==> src/rtl/ramp_dc_gen_pkg.sv <==
// Shared definitions for the ramp/DC DAC sample generator.
// Mode encodings double as the FSM state encoding so `mode` is a direct copy of the state.
package ramp_dc_gen_pkg;
  localparam int DATA_W = 16;

  localparam logic [1:0] MODE_IDLE = 2'd0;
  localparam logic [1:0] MODE_RAMP = 2'd1;
  localparam logic [1:0] MODE_DC   = 2'd2;

  typedef enum logic [1:0] {
    IDLE = MODE_IDLE,
    RAMP = MODE_RAMP,
    DC   = MODE_DC
  } state_t;
endpackage

==> src/rtl/sample_tick_div.sv <==
// Sample-rate divider: pulses tick on the last cycle of each DIV-cycle period.
// Holds its count while disabled; clr restarts the period from zero.
module sample_tick_div #(
  parameter int DIV = 100
) (
  input  logic clk,
  input  logic rst,
  input  logic clr,
  input  logic en,
  output logic tick
);
  localparam int            CW   = $clog2(DIV);
  localparam logic [CW-1:0] LAST = CW'(DIV - 1);

  logic [CW-1:0] cnt;

  always_ff @(posedge clk or posedge rst) begin
    if (rst) begin
      cnt <= '0;
    end else if (clr) begin
      cnt <= '0;
    end else if (en) begin
      cnt <= (cnt == LAST) ? '0 : cnt + 1'b1;
    end
  end

  assign tick = en && (cnt == LAST);
endmodule

==> src/rtl/ramp_dc_gen.sv <==
// Paced DAC sample source: triangle ramp between latched bounds or live DC level,
// presented over valid/ready with overwrite-on-overrun and frame counting.
module ramp_dc_gen #(
  parameter int DATA_W     = ramp_dc_gen_pkg::DATA_W,
  parameter int SAMPLE_DIV = 100,
  parameter int STEP       = 1
) (
  input  logic              clk,
  input  logic              rst,
  input  logic              ramp_enable,
  input  logic              dc_enable,
  input  logic [DATA_W-1:0] set_min,
  input  logic [DATA_W-1:0] set_max,
  input  logic [DATA_W-1:0] dc_input,
  input  logic [DATA_W-1:0] read_length,
  input  logic              dac_ready,
  output logic [DATA_W-1:0] dac_code,
  output logic              dac_valid,
  output logic [1:0]        mode,
  output logic              frame_done,
  output logic              overrun
);
  import ramp_dc_gen_pkg::*;

  localparam logic [DATA_W:0]   STEP_X = (DATA_W + 1)'(STEP);
  localparam logic [DATA_W-1:0] STEP_N = DATA_W'(STEP);

  state_t            state, state_nx;
  logic              entry;
  logic              tick;
  logic              accept;
  logic [DATA_W-1:0] lo, hi, cur, cur_nx, sample;
  logic              down, down_nx;
  logic [DATA_W-1:0] sample_cnt;
  logic [DATA_W:0]   cur_up, lo_up, cnt_inc;

  sample_tick_div #(.DIV(SAMPLE_DIV)) u_div (
    .clk  (clk),
    .rst  (rst),
    .clr  (entry),
    .en   (state != IDLE),
    .tick (tick)
  );

  always_ff @(posedge clk or posedge rst) begin
    if (rst) begin
      state <= IDLE;
    end else begin
      state <= state_nx;
    end
  end

  always_comb begin
    state_nx = state;
    case (state)
      IDLE: begin
        if (ramp_enable)    state_nx = RAMP;
        else if (dc_enable) state_nx = DC;
      end
      RAMP: if (!ramp_enable) state_nx = IDLE;
      DC:   if (!dc_enable || ramp_enable) state_nx = IDLE;
      default: state_nx = IDLE;
    endcase
    entry = (state == IDLE) && (state_nx != IDLE);
    mode  = state;
  end

  // One extra bit of headroom so the bound comparisons cannot wrap near 0 or full scale.
  always_comb begin
    cur_up  = {1'b0, cur} + STEP_X;
    lo_up   = {1'b0, lo} + STEP_X;
    cur_nx  = cur;
    down_nx = down;
    if (lo >= hi) begin
      cur_nx = lo;
    end else if (!down) begin
      if (cur_up >= {1'b0, hi}) begin
        cur_nx  = hi;
        down_nx = 1'b1;
      end else begin
        cur_nx = cur_up[DATA_W-1:0];
      end
    end else begin
      if ({1'b0, cur} <= lo_up) begin
        cur_nx  = lo;
        down_nx = 1'b0;
      end else begin
        cur_nx = cur - STEP_N;
      end
    end
    sample = (state == RAMP) ? cur_nx : dc_input;
  end

  assign accept  = dac_valid && dac_ready;
  assign cnt_inc = {1'b0, sample_cnt} + 1'b1;

  always_ff @(posedge clk or posedge rst) begin
    if (rst) begin
      lo         <= '0;
      hi         <= '0;
      cur        <= '0;
      down       <= 1'b0;
      sample_cnt <= '0;
      dac_code   <= '0;
      dac_valid  <= 1'b0;
      frame_done <= 1'b0;
      overrun    <= 1'b0;
    end else begin
      frame_done <= 1'b0;
      if (entry) begin
        sample_cnt <= '0;
        overrun    <= 1'b0;
        dac_valid  <= 1'b1;
        if (state_nx == RAMP) begin
          lo       <= set_min;
          hi       <= set_max;
          cur      <= set_min;
          down     <= 1'b0;
          dac_code <= set_min;
        end else begin
          dac_code <= dc_input;
        end
      end else if (state_nx == IDLE) begin
        dac_valid <= 1'b0;
      end else if (tick) begin
        dac_code  <= sample;
        dac_valid <= 1'b1;
        if (dac_valid && !dac_ready) overrun <= 1'b1;
        if (state == RAMP) begin
          cur  <= cur_nx;
          down <= down_nx;
        end
      end else if (accept) begin
        dac_valid <= 1'b0;
      end

      // A handshake completed in the final running cycle still counts toward the frame.
      if (state != IDLE && accept) begin
        if (read_length != '0 && cnt_inc >= {1'b0, read_length}) begin
          sample_cnt <= '0;
          frame_done <= 1'b1;
        end else begin
          sample_cnt <= cnt_inc[DATA_W-1:0];
        end
      end
    end
  end
endmodule

==> config.mk <==
export PLATFORM = sky130hd
export DESIGN_NAME = ramp_dc_gen
export DESIGN_NICKNAME = d
export VERILOG_FILES = /design/src/rtl/ramp_dc_gen_pkg.sv /design/src/rtl/sample_tick_div.sv /design/src/rtl/ramp_dc_gen.sv
export SDC_FILE = /design/constraint.sdc
export NUM_CORES = 1
export LEC_CHECK = 0
export ABC_AREA = 1
export CAP_MARGIN = 20
export CORE_ASPECT_RATIO = 0.8
export CORE_MARGIN = 3
export CORE_UTILIZATION = 45
export CTS_CLUSTER_SIZE = 24
export DETAILED_ROUTE_END_ITERATION = 7
export PLACE_DENSITY = 0.64
export SLEW_MARGIN = 40
export SYNTH_ARGS = -nofsm -noshare
export SYNTH_HDL_FRONTEND = slang
export SYNTH_HIERARCHICAL = 1
export SYNTH_SLANG_ARGS = --single-unit
==> constraint.sdc <==
create_clock -name clk -period 4.95 [get_ports clk]
set_input_delay 0.495 -clock clk [delete_from_list [all_inputs] [get_ports clk]]
set_output_delay 0.495 -clock clk [all_outputs]
set_load 0.01 [all_outputs]
-- After elaboration in Yosys (flattened, before gate mapping)
Index checks and enable logic that the tools add are counted.
- bits in registers: 93
- bits of input ports: 69
- memories kept: 0
- latch bits: 0
- word-level logic and storage cells: 96
- RAM bits: 0
- output and inout port bits: 21
- bits in read-only memories: 0
- add/sub/neg operators: 5
- divide/modulo/power cells: 0
- order comparisons: 4
- shifts and indexed selects: 0
- reduce and logical (&&, ||, !) cells: 25
- equality and inequality tests: 7
- $mul: 0
- multiplexer cells: 44
- bitwise logic cells: 0
- operators with widths (kind ; number):
    two-way mux 16 bit ; 17
    adder 16 x 1 -> 17 bit (second input constant) ; 3
    greater-or-equal comparator 17 x 16 -> 1 bit ; 2
    two-way mux 7 bit ; 3
    two-way mux 1 bit ; 19
    <= comparator 16 x 17 -> 1 bit ; 1
    greater-or-equal comparator 16 bit ; 1
    nonzero test 16 bit ; 1
    subtractor 16 x 1 -> 16 bit (second input constant) ; 1
    nonzero test 2 bit ; 7
    two-way mux 2 bit ; 4
    adder 7 x 1 -> 7 bit (second input constant) ; 1
    == test 7 bit (second input constant) ; 1
    logical AND 1 bit ; 6
    case mux 2 bit (3 select lines) ; 1
    AND reduction 5 bit ; 1
    == test 2 x 1 -> 1 bit (second input constant) ; 2
    zero test 2 bit ; 2
    inequality test 2 bit (second input constant) ; 2
    AND reduction 2 bit ; 2
    AND reduction 4 bit ; 1
    nonzero test 4 bit ; 1
    AND reduction 3 bit ; 1
    == test 2 bit (second input constant) ; 1
    other kinds (3) ; 4

-- Depth between registers and ports, before layout
- word-level depth: 9
- mapped depth: 25
- mapped depth without buffers: 24

-- Modules after synthesis
Netlist, hierarchy kept.
- by module, submodules not included (module ; cells each ; sequential area each (um^2) ; times used ; area an instance (um^2)):
    ramp_dc_gen ; 1104 ; 2152.1 ; 1 ; 7429.6
    sample_tick_div ; 71 ; 175.2 ; 1 ; 474.2

-- Worst setup path after synthesis
OpenSTA, ideal clock, no wires.
- path kind: reg2reg
- start point: register lo[0]
- end point: register dac_code[2]
- data required time: 4877 ps
- slack: 1942 ps
- library setup time: 73 ps
- cell stages (with the launch flop): 21
- arrival: 2935 ps
- period minus slack after synthesis: 3008 ps
- buffers on the path: 0
- cells stage by stage: dfrtp_1 > inv_1 > nor3_1 > nand3_1 > nor3_1 > nand3_1 > nor3_1 > xor2_1 > ha_1 > nand2_1 > nor3_1 > nand2_1 > nand2_2 > nand2_4 > nor2_4 > o21ai_1 > o21ai_1 > nand2_1 > nand2_1 > nand2_1 > a21oi_2
- longest elaborated chain between the ends: 9
- elaborated cells between the ends (all ways): 10
- those cells by class: 1 x add/sub; 2 x order compare; 7 x mux
- RTL lines (item ; line ; source):
    from (decl) ; ramp_dc_gen.sv:32 ; logic [DATA_W-1:0] lo, hi, cur, cur_nx, sample;
    from (signal assigned) ; ramp_dc_gen.sv:115 ; lo <= set_min;
    adder 16 x 1 -> 17 bit ; ramp_dc_gen.sv:71 ; lo_up = {1'b0, lo} + STEP_X;
    <= comparator 16 x 17 -> 1 bit ; ramp_dc_gen.sv:84 ; if ({1'b0, cur} <= lo_up) begin
    two-way mux 16 bit ; ramp_dc_gen.sv:84 ;
    two-way mux 16 bit ; ramp_dc_gen.sv:76 ; end else if (!down) begin
    two-way mux 16 bit (*) ; ramp_dc_gen.sv:74 ; if (lo >= hi) begin
    two-way mux 16 bit (*) ; ramp_dc_gen.sv:91 ; sample = (state == RAMP) ? cur_nx : dc_input;
    two-way mux 16 bit (*) ; ramp_dc_gen.sv:125 ; end else if (tick) begin
    two-way mux 16 bit (*) ; ramp_dc_gen.sv:123 ; end else if (state_nx == IDLE) begin
    two-way mux 16 bit (*) ; ramp_dc_gen.sv:110 ; if (entry) begin
    to (signal assigned) ; ramp_dc_gen.sv:119 ; dac_code <= set_min;
    to (signal assigned) ; ramp_dc_gen.sv:121 ; dac_code <= dc_input;
    to (signal assigned) ; ramp_dc_gen.sv:126 ; dac_code <= sample;
    to (decl) ; ramp_dc_gen.sv:17 ; output logic [DATA_W-1:0] dac_code,
Every way passes the cells marked *; elsewhere a longest branch is shown, timed or not. The select of a mux whose other input is x is not followed.
A chain may end at the register's enable or synchronous reset.

-- Worst setup path after layout
- start point: register lo[2]
- end point: register dac_code[4]
Same word-level chain as after synthesis.

==> impl_metrics.yaml <==
cts:
  clock_path_buffers: 2
  cts_resized: 0
  cts_buffers: 9
  clk_latency_ns: 0.36
  path_clk_slew_ns: 0.07
  cts_root_buf: "clkbuf_16"
  cts-htree-levels: 3
  cts_tree: "built"
  cts.sinks: 93
  holdBufCountCts: 0
  post_cts_buffers: 0
placed_design:
  routabilityCongestion: 0.962
  dpl.hpwl_um: 17300
  portBuffers: 89
floorplan:
  pin_count: 90
  die_h_um: 125
  die-area_um2: 19200
  die_w_um: 154
  coreArea_um2: 16900
  start_util_pct: 46.9
  rows: 42
routing:
  drt_iter0_markers: 595
  ant_nets: 0
  via_per_inst: 5.26
  dr.pass1.iters: 5
  wire_per_inst_um: 15.3
  wl_um: 22600
  drc_errors: 0
  vias: 7752
sta:
  period_needed_ns: 4.13
  max_freq_mhz: 242
  setup_viol: 0
  worst_pin_slew_ns: 0.833
  slew_violations: 0
  setup_tns_ns: 0
  relSlewSlack_pct: 44.3
  fin_crit_sh_pct: 83.5
  finalHoldViolCount: 0
  finClkSkew_ns: 0.0130
  rsz0062_at_grt: "false"
critical_path:
  critPathLaunchType: "flip-flop"
  crit_buf_inv: 1
  worstReg2RegStart: "lo[2]$_DFFE_PP0P_"
  reg2reg_slack_ns: 0.82
  cp.required_ns: 5.23
  cp_slowest_stage_delay_ns: 0.47
  r2r_end: "dac_code[4]$_DFFE_PP0P_"
  cp_data_arrival_time_ns: 4.42
  crit_top_cell: "nand2_1"
  critPathMaxFanout: 10
  worstSetupEndpointType: "flip-flop"
  crit_chain: "inv_1 > nor3_1 > nand3_1 > nor3_1 > nand3_1 > nor3_1 > xor2_1 > ha_1 > nand2_1 > nor3_1 > nand2_1 > nand2_2 > nand2_4 > nor2_4 > o21ai_1 > o21ai_1 > nand2_1 > nand2_1 > nand2_1 > a21oi_1"
  worstSetupPathType: "flip-flop to flip-flop"
  crit_path_top_delay_cell: "dfrtp_1"
  cp_top_family: "simple AND/OR/NAND/NOR gates"
  reg2regPathDepth: 20
yosys:
  synth_compound_area_share_pct: 11.4
  synth_xor_area_share_pct: 4.65
  syn_area_per_cell_um2: 6.73
  synth_fa_ha_area_share_pct: 10.9
  synth_edf_count: 0
  synth_ff_type: "dfrtp_1"
  synth_cells: 1175
  yosys_warnings: 6
  synth_area_leaders: "dfrtp_1 (29%), nand2_1 (16%), ha_1 (11%)"
  synth_top_area_share_pct: 29.4
  synth.area.mux_share_pct: 0
  ys_seq_area_share_pct: 29.4
  synth_top_area_cell: "dfrtp_1"
  yosys.area_share.simple_pct: 33.6
  syn-cell-area_um2: 7900
  synth-seq-cells: 93
  synth_nets: 1313
  synth_top_family_by_area: "simple AND/OR/NAND/NOR gates"
  ys_types: 41
  async_flop_share_pct: 100
layout:
  fill_cells: 1703
  diodes: 0
  area_growth_pct: 16.9
  drive_above_1_share_pct: 5.18
  final_nets: 1388
power:
  power.density_nw_per_um2: 451
  vdd_ir_drop_max_uv: 203
  leakage_nw: 4.63
  fin_total_pwr_mw: 4.17
global_route:
  grtUsageTotal_pct: 23.6
  grt_max_degree: 60
  antenna_found_initial: 0
  first_global_vias: 7434
  grt_pass1_wl_um: 37300
  grt_overflow: 0
job:
  drv_cap: 0
status:
  status: "finished clean"
hold_path:
  worstHoldPathType: "input port to async pin"
==> power breakdown <==
group,leakage [nW],switching [mW],internal [mW]
Combinational,3.34,1.42,0.841
Sequential,1.15,0.273,0.933
Clock,0.142,0.341,0.364
==> cells in the final DEF (no fill, tap or decap), drive strengths merged, types with 10 or more instances in the layout <==
cell           Yosys  final
nand2            359    359
inv              166    168
nor2             127    127
dfrtp             93     93
clkdlybuf4s50      0     89
nand3             71     71
a21oi             70     70
ha                69     69
o21ai             67     67
xor2              40     40
nand4             26     26
nor3              12     12
clkbuf             7     10
==> worst max path at each step <==
stage / startpoint / to / slack [ns] / depth (start not counted)
2_1_floorplan: lo[0]$_DFFE_PP0P_ / dac_code[2]$_DFFE_PP0P_ / 1.94 / 20
3_3_place_gp: lo[2]$_DFFE_PP0P_ / dac_code[3]$_DFFE_PP0P_ / 1.01 / 20
3_5_place_dp: lo[2]$_DFFE_PP0P_ / dac_code[2]$_DFFE_PP0P_ / 0.94 / 20
4_1_cts: lo[2]$_DFFE_PP0P_ / dac_code[4]$_DFFE_PP0P_ / 0.88 / 20
5_1_grt: lo[2]$_DFFE_PP0P_ / dac_code[4]$_DFFE_PP0P_ / 0.42 / 20
6_report: lo[2]$_DFFE_PP0P_ / dac_code[4]$_DFFE_PP0P_ / 0.82 / 20
==> sequential cells by signal (all words and copies together), names as in the netlist, 2 cells and up <==
name        flops
mode            2
lo             16
sample_cnt     16
dac_code       16
cur            16
u_div/cnt       7
hi             16
==> synth_stat cells (6+ instances only) <==
cell        n
nand2_1   346
inv_1     158
nor2_1    114
dfrtp_1    93
ha_1       69
nand3_1    69
a21oi_1    68
o21ai_0    57
xor2_1     40
nand4_1    26
buf_2      12
o21ai_1    10
nand2_2     9
nor2_2      9
nor3_1      9
inv_2       8
clkbuf_1    7
o21bai_1    7
a21boi_1    6
nand3b_1    6
nor4_1      6
==> worst reg2reg max path: stages (launching register included) <==
cell and delay (ns):
dfrtp_1 0.47, inv_1 0.11, nor3_1 0.24, nand3_1 0.25
nor3_1 0.37, nand3_1 0.22, nor3_1 0.23, xor2_1 0.11
ha_1 0.30, nand2_1 0.05, nor3_1 0.35, nand2_1 0.13
nand2_2 0.16, nand2_4 0.12, nor2_4 0.27, o21ai_1 0.13
o21ai_1 0.12, nand2_1 0.08, nand2_1 0.10, nand2_1 0.07
a21oi_1 0.18
==> per-stage QoR <==
step           cells  cell area (um^2)  hold slack [ns]  worst slack, ns  util, %
6_report        1475              9240            0.455            0.817     54.8
5_1_grt         1475              9240            0.490            0.416     54.8
4_1_cts         1475              9240            0.458            0.881     54.8
3_5_place_dp    1459              8940            0.503            0.945     53.0
3_3_place_gp    1459              8940            0.495             1.01     53.0
2_1_floorplan   1175              7900            0.298             1.94        -
==> layout make-up <==
cell class / count / area (um^2) / area share, %
multi-input combinational: 886 / 4790 / 51.9
clock inverter: 6 / 53.8 / 0.582
sequential: 93 / 2330 / 25.2
inverter: 168 / 636 / 6.88
timing repair buffer: 92 / 913 / 9.89
tap: 220 / 275 / 2.98
clock buffer: 10 / 239 / 2.59
==> logic make-up (layout without fill, tap and decap cells) <==
group,count (synthesis),after routing
AND/OR/NAND/NOR,611,611
flip-flops,93,93
AO/OA/AOI/OAI,164,164
buffers and inverters,196,276
adder cells (fa/ha/maj),69,69
XOR/XNOR,42,42
==> metal layers <==
| metal | track usage, % | part of all wire [%] | vias up |
|---|---|---|---|
| li1 | - | - | 3921 |
| met1 | 33.8 | 49 | 3575 |
| met5 | 0 | 0 | - |
| met2 | 37.4 | 44 | 229 |
| met4 | 5.82 | 1.5 | 0 |
| met3 | 3.82 | 5.6 | 27 |
(Power assumes the default switching activity.)
